--- src/rtl/game_pkg.sv ---
// Shared game definitions: attack type and attack state codes used by the issuer
// and by game mechanics, plus the issuer FSM states.
package game_pkg;

  typedef enum logic [3:0] {
    STANDBY = 4'b0000,
    LIGHT   = 4'b0001,
    HEAVY   = 4'b0010
  } attack_type_e;

  typedef enum logic [1:0] {
    NO_HIT   = 2'd0,
    CRITICAL = 2'd1,
    NORMAL   = 2'd2,
    MISS     = 2'd3
  } attack_state_e;

  typedef enum logic [1:0] {
    IDLE     = 2'd0,
    ISSUE    = 2'd1,
    COOLDOWN = 2'd2
  } issuer_state_e;

  // Combine a held/first press with a newer one: the held type wins unless HEAVY arrives.
  function automatic attack_type_e merge_press(input attack_type_e held,
                                               input attack_type_e incoming);
    if (held == STANDBY) return incoming;
    if (incoming == HEAVY) return HEAVY;
    return held;
  endfunction

endpackage

--- src/rtl/btn_debounce.sv ---
// Raw button to one-cycle press pulse: 2-flop synchronizer, level debouncer
// and rising-edge detect on the debounced level.
module btn_debounce #(
  parameter int unsigned DEBOUNCE_CYCLES = 4
) (
  input  logic clk,
  input  logic rst_n,
  input  logic btn,
  output logic press
);

  localparam int unsigned CNT_W = (DEBOUNCE_CYCLES < 2) ? 1 : $clog2(DEBOUNCE_CYCLES);
  localparam logic [CNT_W-1:0] CNT_LAST =
    CNT_W'((DEBOUNCE_CYCLES < 2) ? 0 : DEBOUNCE_CYCLES - 1);

  logic [1:0]       sync;
  logic             level;
  logic [CNT_W-1:0] cnt;

  // cnt counts consecutive cycles the synchronized value disagrees with level
  always_ff @(posedge clk or negedge rst_n) begin
    if (!rst_n) begin
      sync  <= '0;
      level <= 1'b0;
      cnt   <= '0;
      press <= 1'b0;
    end else begin
      sync  <= {sync[0], btn};
      press <= 1'b0;
      if (sync[1] != level) begin
        if (cnt == CNT_LAST) begin
          level <= sync[1];
          press <= sync[1];
          cnt   <= '0;
        end else begin
          cnt <= cnt + CNT_W'(1);
        end
      end else begin
        cnt <= '0;
      end
    end
  end

endmodule

--- src/rtl/attack_issuer.sv ---
// Turns debounced light/heavy button presses into one-cycle attack issues with a
// per-type cooldown. Define ATTACK_QUEUE_EN to hold one press made during cooldown.
module attack_issuer #(
  parameter int unsigned DEBOUNCE_CYCLES = 4,
  parameter int unsigned LIGHT_COOLDOWN  = 8,
  parameter int unsigned HEAVY_COOLDOWN  = 16
) (
  input  logic       i_clk,
  input  logic       i_reset,
  input  logic       i_btn_light,
  input  logic       i_btn_heavy,
  input  logic       i_game_active,
  output logic [3:0] o_types,
  output logic       o_busy,
  output logic [7:0] o_attack_count
);
  import game_pkg::*;

  localparam int unsigned CD_MAX = (LIGHT_COOLDOWN > HEAVY_COOLDOWN) ? LIGHT_COOLDOWN
                                                                     : HEAVY_COOLDOWN;
  localparam int unsigned CD_W = (CD_MAX < 2) ? 1 : $clog2(CD_MAX + 1);
  localparam logic [CD_W-1:0] LIGHT_CD = CD_W'(LIGHT_COOLDOWN);
  localparam logic [CD_W-1:0] HEAVY_CD = CD_W'(HEAVY_COOLDOWN);

  logic [1:0]    rst_pipe;
  logic          rst_n;
  logic          press_light;
  logic          press_heavy;
  attack_type_e  press_type_c;
  logic [CD_W-1:0] cd_load_c;
  issuer_state_e state;
  logic [CD_W-1:0] cd_cnt;

  // Assert asynchronously, release on a clock edge
  always_ff @(posedge i_clk or negedge i_reset) begin
    if (!i_reset) rst_pipe <= '0;
    else          rst_pipe <= {rst_pipe[0], 1'b1};
  end
  assign rst_n = rst_pipe[1];

  btn_debounce #(.DEBOUNCE_CYCLES(DEBOUNCE_CYCLES)) u_deb_light (
    .clk   (i_clk),
    .rst_n (rst_n),
    .btn   (i_btn_light),
    .press (press_light)
  );

  btn_debounce #(.DEBOUNCE_CYCLES(DEBOUNCE_CYCLES)) u_deb_heavy (
    .clk   (i_clk),
    .rst_n (rst_n),
    .btn   (i_btn_heavy),
    .press (press_heavy)
  );

  assign press_type_c = merge_press(press_light ? LIGHT : STANDBY,
                                    press_heavy ? HEAVY : STANDBY);
  assign cd_load_c    = (o_types == HEAVY) ? HEAVY_CD : LIGHT_CD;

`ifdef ATTACK_QUEUE_EN
  attack_type_e queued;
  attack_type_e queued_next_c;
  assign queued_next_c = merge_press(queued, press_type_c);
`endif

  always_ff @(posedge i_clk or negedge rst_n) begin
    if (!rst_n) begin
      state          <= IDLE;
      o_types        <= STANDBY;
      o_busy         <= 1'b0;
      o_attack_count <= '0;
      cd_cnt         <= '0;
`ifdef ATTACK_QUEUE_EN
      queued         <= STANDBY;
`endif
    end else if (!i_game_active) begin
      state   <= IDLE;
      o_types <= STANDBY;
      o_busy  <= 1'b0;
      cd_cnt  <= '0;
`ifdef ATTACK_QUEUE_EN
      queued  <= STANDBY;
`endif
    end else begin
      case (state)
        IDLE: begin
          if (press_type_c != STANDBY) begin
            state          <= ISSUE;
            o_types        <= press_type_c;
            o_busy         <= 1'b1;
            o_attack_count <= o_attack_count + 8'd1;
          end
        end
        ISSUE: begin
          o_types <= STANDBY;
          if (cd_load_c == '0) begin
            state  <= IDLE;
            o_busy <= 1'b0;
          end else begin
            state  <= COOLDOWN;
            cd_cnt <= cd_load_c;
          end
        end
        COOLDOWN: begin
          if (cd_cnt > CD_W'(1)) begin
            cd_cnt <= cd_cnt - CD_W'(1);
`ifdef ATTACK_QUEUE_EN
            queued <= queued_next_c;
`endif
          end else begin
            cd_cnt <= '0;
`ifdef ATTACK_QUEUE_EN
            // A press held (or arriving) in the last cooldown cycle skips IDLE
            if (queued_next_c != STANDBY) begin
              state          <= ISSUE;
              o_types        <= queued_next_c;
              o_attack_count <= o_attack_count + 8'd1;
              queued         <= STANDBY;
            end else begin
              state  <= IDLE;
              o_busy <= 1'b0;
            end
`else
            state  <= IDLE;
            o_busy <= 1'b0;
`endif
          end
        end
        default: begin
          state   <= IDLE;
          o_types <= STANDBY;
          o_busy  <= 1'b0;
        end
      endcase
    end
  end

endmodule

--- config.mk ---
export PLATFORM = sky130hd
export DESIGN_NAME = attack_issuer
export DESIGN_NICKNAME = d
export VERILOG_FILES = /design/src/rtl/game_pkg.sv /design/src/rtl/btn_debounce.sv /design/src/rtl/attack_issuer.sv
export SDC_FILE = /design/constraint.sdc
export NUM_CORES = 1
export LEC_CHECK = 0
export BUFFER_PORTS_ARGS = -buffer_cell sky130_fd_sc_hd__buf_2
export CAP_MARGIN = 30
export CORE_MARGIN = 2
export CORE_UTILIZATION = 56
export DETAILED_ROUTE_END_ITERATION = 8
export GPL_TIMING_DRIVEN = 0
export PLACE_DENSITY = 0.77
export SLEW_MARGIN = 20
export SYNTH_ARGS = -nofsm -noshare
export SYNTH_HDL_FRONTEND = slang
export SYNTH_HIERARCHICAL = 1
export SYNTH_SLANG_ARGS = --single-unit
--- constraint.sdc ---
create_clock -name i_clk -period 1.16 [get_ports i_clk]
set_input_delay 0.058 -clock i_clk [delete_from_list [all_inputs] [get_ports i_clk]]
set_output_delay 0.058 -clock i_clk [all_outputs]
set_load 0.02 [all_outputs]
# ---- Word-level counts from Yosys, hierarchy flattened
# Index checks and enable logic that the tools add are counted.
dict set report classes {
  n_addsub 4
  order_cmp 1
  eq_ne 14
  n_mux 35
  reduce_logical 11
}
# cell n
set ops {}
lappend ops {{$mux W4} 6}
lappend ops {{$mux W5} 4}
lappend ops {{$mux W2} 9}
lappend ops {{$mux W1} 12}
lappend ops {{$ne A3 B3 Y1 const B} 4}
lappend ops {{$pmux W5 S2} 1}
lappend ops {{$reduce_and A2 Y1} 5}
lappend ops {{$add A8 B1 Y8 const B} 1}
lappend ops {{$eq A2 B2 Y1 const B} 4}
lappend ops {{$pmux W4 S2} 1}
lappend ops {{$pmux W2 S3} 1}
lappend ops {{$reduce_and A3 Y1} 2}
lappend ops {{$gt A5 B1 Y1 const B} 1}
lappend ops {{$logic_not A5 Y1} 1}
lappend ops {{$sub A5 B1 Y5 const B} 1}
lappend ops {{$add A2 B1 Y2 const B} 2}
lappend ops {{$eq A4 B2 Y1 const B} 1}
lappend ops {{$logic_not A4 Y1} 1}
lappend ops {{$reduce_bool A4 Y1} 1}
lappend ops {{$ne A3 B1 Y1 const B} 1}
lappend ops {{$pmux W1 S3} 1}
lappend ops {{$eq A2 B1 Y1 const B} 1}
lappend ops {{$logic_not A2 Y1} 1}
lappend ops {{$ne A1 B1 Y1} 2}
lappend ops {{$ne A2 B2 Y1 const B} 1}
dict set report totals {
  reg_bits 34
  input_bits 5
  out_inout_bits 13
  elab_cells 79
}

# ---- Logic depth before layout (Yosys ltp)
dict set report depth {
  depth_word 10
  mapped_depth 6
  ltp_nobuf 6
}

# ---- Hierarchy
# The synthesis kept the hierarchy.
# module n_inst cells_per_inst area_per_inst_um2 seq_area_each_um2
set modules_own_cells {}
lappend modules_own_cells {attack_issuer 1 100 1013.5 500.5}
lappend modules_own_cells {btn_debounce 2 12 209.0 150.1}

# ---- Worst setup path before layout
# Ideal clock, no wire load.
dict set report synth_timing {
  path_kind {register to register}
  start {register cd_cnt[0]}
  end {register cd_cnt[4]}
  setup_time_ns 0.065
  arrival_ns 1.510
  t_required_ns 1.095
  slack_ns -0.415
  stages_incl_launch_ff 7
  n_path_buf 0
  path_cell_list {dfrtp_1 inv_1 ha_1 or3b_1 or3_1 a21oi_1 o21a_1}
}
dict set report synth_via {
  elab_chain_len 4
  word_cells_on_any_way 5
}
# element line_no
set synth_rtl {}
lappend synth_rtl {{start: declaration} attack_issuer.sv:32} ;# logic [CD_W-1:0] cd_cnt;
lappend synth_rtl {{start signal: assignment} attack_issuer.sv:100} ;# cd_cnt <= cd_load_c;
lappend synth_rtl {{start signal: assignment} attack_issuer.sv:105} ;# cd_cnt <= cd_cnt - CD_W'(1);
lappend synth_rtl {{$sub A5 B1 Y5 or $gt A5 B1 Y1 (tied branches)} {attack_issuer.sv:105, attack_issuer.sv:104}}
lappend synth_rtl {{$mux W5 (*)} attack_issuer.sv:104} ;# if (cd_cnt > CD_W'(1)) begin
lappend synth_rtl {{$pmux W5 S2 (*)} attack_issuer.sv:84} ;# case (state)
lappend synth_rtl {{$mux W5 (*)} attack_issuer.sv:75} ;# end else if (!i_game_active) begin
# Mark *: on every way between the ends. The rest lies on a longest branch, timed or not.
# A chain may end at the register's enable or synchronous reset.

# ---- Final worst setup path
# Same ends and word-level chain as after synthesis.

==> impl_metrics.env <==
export IMPL_place_ws_ns=-0.527
export IMPL_ctsLongestPathBuffers=2
export IMPL_p_sw_mw=0.882
export IMPL_clk_latency_ns=0.34
export IMPL_comb_power_share_pct=23.4
export IMPL_grt_use_total_pct=21.0
export IMPL_syn_avg_cell_area_um2=11.5
export IMPL_core_um2=2450
export IMPL_hold_violations=0
export IMPL_synth_seq_cells=32
export IMPL_netlist_area_leader_share_pct=55.9
export IMPL_muxShareOfSynthArea_pct=1.57
export IMPL_synthArstFlopShare_pct=100
export IMPL_grt_pass1_vias=944
export IMPL_post_route_util_pct=74.9
export IMPL_worst_pin_slew_ns=0.636
export IMPL_crit_chain="inv_2 -> ha_4 -> or3b_1 -> or3_1 -> a21oi_2 -> o21a_1"
export IMPL_cts_inserted_buffers=5
export IMPL_ys_seq_area_share_pct=55.9
export IMPL_power_frac_clock_pct=23.9
export IMPL_drc=0
export IMPL_wl_per_cell_um=14.1
export IMPL_synth_top_area_cell="dfrtp_1"
export IMPL_fmax_mhz=618
export IMPL_crit_path_end_kind="flop"
export IMPL_grt_max_degree=31
export IMPL_switching_share_pct=31.8
export IMPL_setup_violations=15
export IMPL_power_leakage_nw=0.882
export IMPL_start_util_pct=58.3
export IMPL_drt_total_wl_mm=2.67
export IMPL_die_width_um=54.6
export IMPL_fillCellCount=169
export IMPL_place_hpwl_mm=1.71
export IMPL_regArea_um2=803
export IMPL_ys_flop_type="dfrtp_1"
export IMPL_grt_overflow=0
export IMPL_grt_pass1_wl_mm=4.13
export IMPL_setup_slack_ns=-0.458
export IMPL_nets=169
export IMPL_synth_fa_ha_area_share_pct=4.37
export IMPL_internal_power_mw=1.90
export IMPL_violations="negative setup slack"
export IMPL_ant_nets=0
export IMPL_cap_violations=0
export IMPL_dieArea_um2=2980
export IMPL_cts_tree="built"
export IMPL_p_per_area_nw_per_um2=1510
export IMPL_run_status="finished with violations"
export IMPL_cp_arrival_ns=1.91
export IMPL_clk_pin_slew_ns=0.11
export IMPL_synth_top_cells_by_count="dfrtp_1, nand2_1, xnor2_1, a21oi_1, nor2_1"
export IMPL_final_max_slew_violation_count=0
export IMPL_worst_slew_margin_rel_pct=57.6
export IMPL_diodes=0
export IMPL_die_h_um=54.6
export IMPL_slowest_stage="dfrtp_1"
export IMPL_multi_input_area_um2=686
export IMPL_dr_pass1_iters=4
export IMPL_placed_area_um2=1590
export IMPL_synth_distinct_cells=36
export IMPL_critical_path_class="reg -> reg"
export IMPL_syn_cell_area_um2=1430
export IMPL_skew_ns=0.0173
export IMPL_area_delta_synth_final_pct=28.5
export IMPL_synthXorXnorAreaFrac_pct=6.12
export IMPL_ys_top_cells_by_area="dfrtp_1, ha_1, xnor2_1"
export IMPL_synth_edf_count=0
export IMPL_clock_sinks=32
export IMPL_fp_row_count=18
export IMPL_hold_path_class="in -> reg"
export IMPL_max_vdd_ir_drop_mv=1.45
export IMPL_timing_final_crit_share_pct=140
export IMPL_synth_most_common_cell="dfrtp_1"
export IMPL_crit_required_ns=1.45
export IMPL_port_buffers=15
export IMPL_vias=995
export IMPL_routabilityCongestion=0.705
export IMPL_postSynthCellCount=124
export IMPL_seqPwrFrac_pct=52.8
export IMPL_fin_area_um2=1840
export IMPL_root_buffer="clkbuf_4"
export IMPL_crit_path_start_kind="flop"
export IMPL_cts_max_level=2
export IMPL_yosys_warnings=6
export IMPL_io_pins=18
export IMPL_synth_compound_area_share_pct=8.65
export IMPL_drt_iter0_markers=11
export IMPL_synth_top_family_by_area="simple AND/OR/NAND/NOR gates"
export IMPL_period_minus_slack_ns=1.62
export IMPL_slowest_delay_ns=0.42
export IMPL_synthSimpleGateAreaFrac_pct=18.9
export IMPL_antenna_found_initial=0
export IMPL_via_per_inst=5.24
export IMPL_path_max_fanout=2
export IMPL_drive_above_1_share_pct=39.4
export IMPL_grt_setup_unrepaired="yes"
worst max-delay path: cells and delay by family (launching register included):
family / cells / cell delay [ns]
and+or+nand+nor: 2 / 0.70
AOI/OAI and AO/OA: 2 / 0.24
buffers and inverters: 1 / 0.08
DFF: 1 / 0.42
adders and majority gates: 1 / 0.13
final cells by class:
type | count | area share, %
Tap cell | 30 | 2.04
Clock buffer | 6 | 2.79
Clock inverter | 2 | 0.544
Timing Repair Buffer | 29 | 11.4
Sequential cell | 32 | 43.7
Inverter | 6 | 1.50
Multi-Input combinational cell | 83 | 37.3
Buffer | 2 | 0.816
sequential cells by signal (all words and copies together), names as in the netlist:
name / flops
rst_pipe: 2
u_deb_heavy/press: 1
o_types: 2
u_deb_light/level: 1
u_deb_light/press: 1
o_busy: 1
u_deb_light/cnt: 2
u_deb_heavy/sync: 2
u_deb_heavy/cnt: 2
o_attack_count: 8
cd_cnt: 5
state: 2
u_deb_light/sync: 2
u_deb_heavy/level: 1
cells by family after synthesis:
kind of cell,count (synthesis)
flops,32
xor+xnor,10
other cells,2
mux,2
fa+ha+maj,5
compound gates,18
buf+inv,10
simple gates,45
cells in the final DEF, fill, tap and decap left out, types with 4 or more instances in the layout:
cell	n
buf_2	15
buf_4	7
buf_6	5
clkbuf_4	5
dfrtp_1	30
dlygate4sd3_1	4
nand2_1	11
nor2_1	5
xnor2_1	5
per-stage QoR:
stage	total power [mW]	hold WS (ns)	setup TNS, ns	std cells
4_1_cts	2.79	0.00228	-4.11	188
3_3_place_gp	2.01	-0.158	-6.39	170
6_report	2.78	0.0156	-3.49	190
5_1_grt	2.96	0.00811	-4.46	190
2_1_floorplan	1.88	-0.238	-2.51	125
3_5_place_dp	2.05	-0.156	-4.26	170
path summary, 6_finish.rpt:
path	slack, ns	start	endpoint	cells past startpoint
setup reg to reg	-0.46	cd_cnt[0]	cd_cnt[4]	6
hold / removal	0.02	i_game_active	cd_cnt[4]	2
hold reg to reg	0.28	rst_pipe[1]	cd_cnt[0]	0
min in group asynchronous	0.04	i_reset	rst_pipe[1]	2
setup / recovery	-0.46	cd_cnt[0]	cd_cnt[4]	6
max in group asynchronous	0.42	rst_pipe[1]	state[0]	0
repair_timing:
action,CTS,global route
pin swaps,6,8
resized for setup,14,12
endpoints found under the hold margin,4,1
hold buffers,3,1
cloned,0,0
endpoints found under the setup margin,16,17
buffers inserted,7,3
power groups by stage:
stage          Sequential (mW)  Combinational (mW)  Clock (mW)
2_1_floorplan             1.52               0.359           0
3_3_place_gp              1.46               0.547           0
3_5_place_dp              1.48               0.573           0
4_1_cts                   1.46               0.642       0.686
5_1_grt                   1.49               0.719       0.750
6_report                  1.46               0.650       0.662
metal layers:
metal | track usage, % | wire, um | vias to the layer above
met4 | 10.0 | 52 | 0
met5 | 0 | 0 | -
li1 | - | - | 488
met1 | 23.4 | 1150 | 488
met3 | 9.02 | 84 | 6
met2 | 34.3 | 1390 | 13
Note: power is estimated with default switching activity, not from simulation.
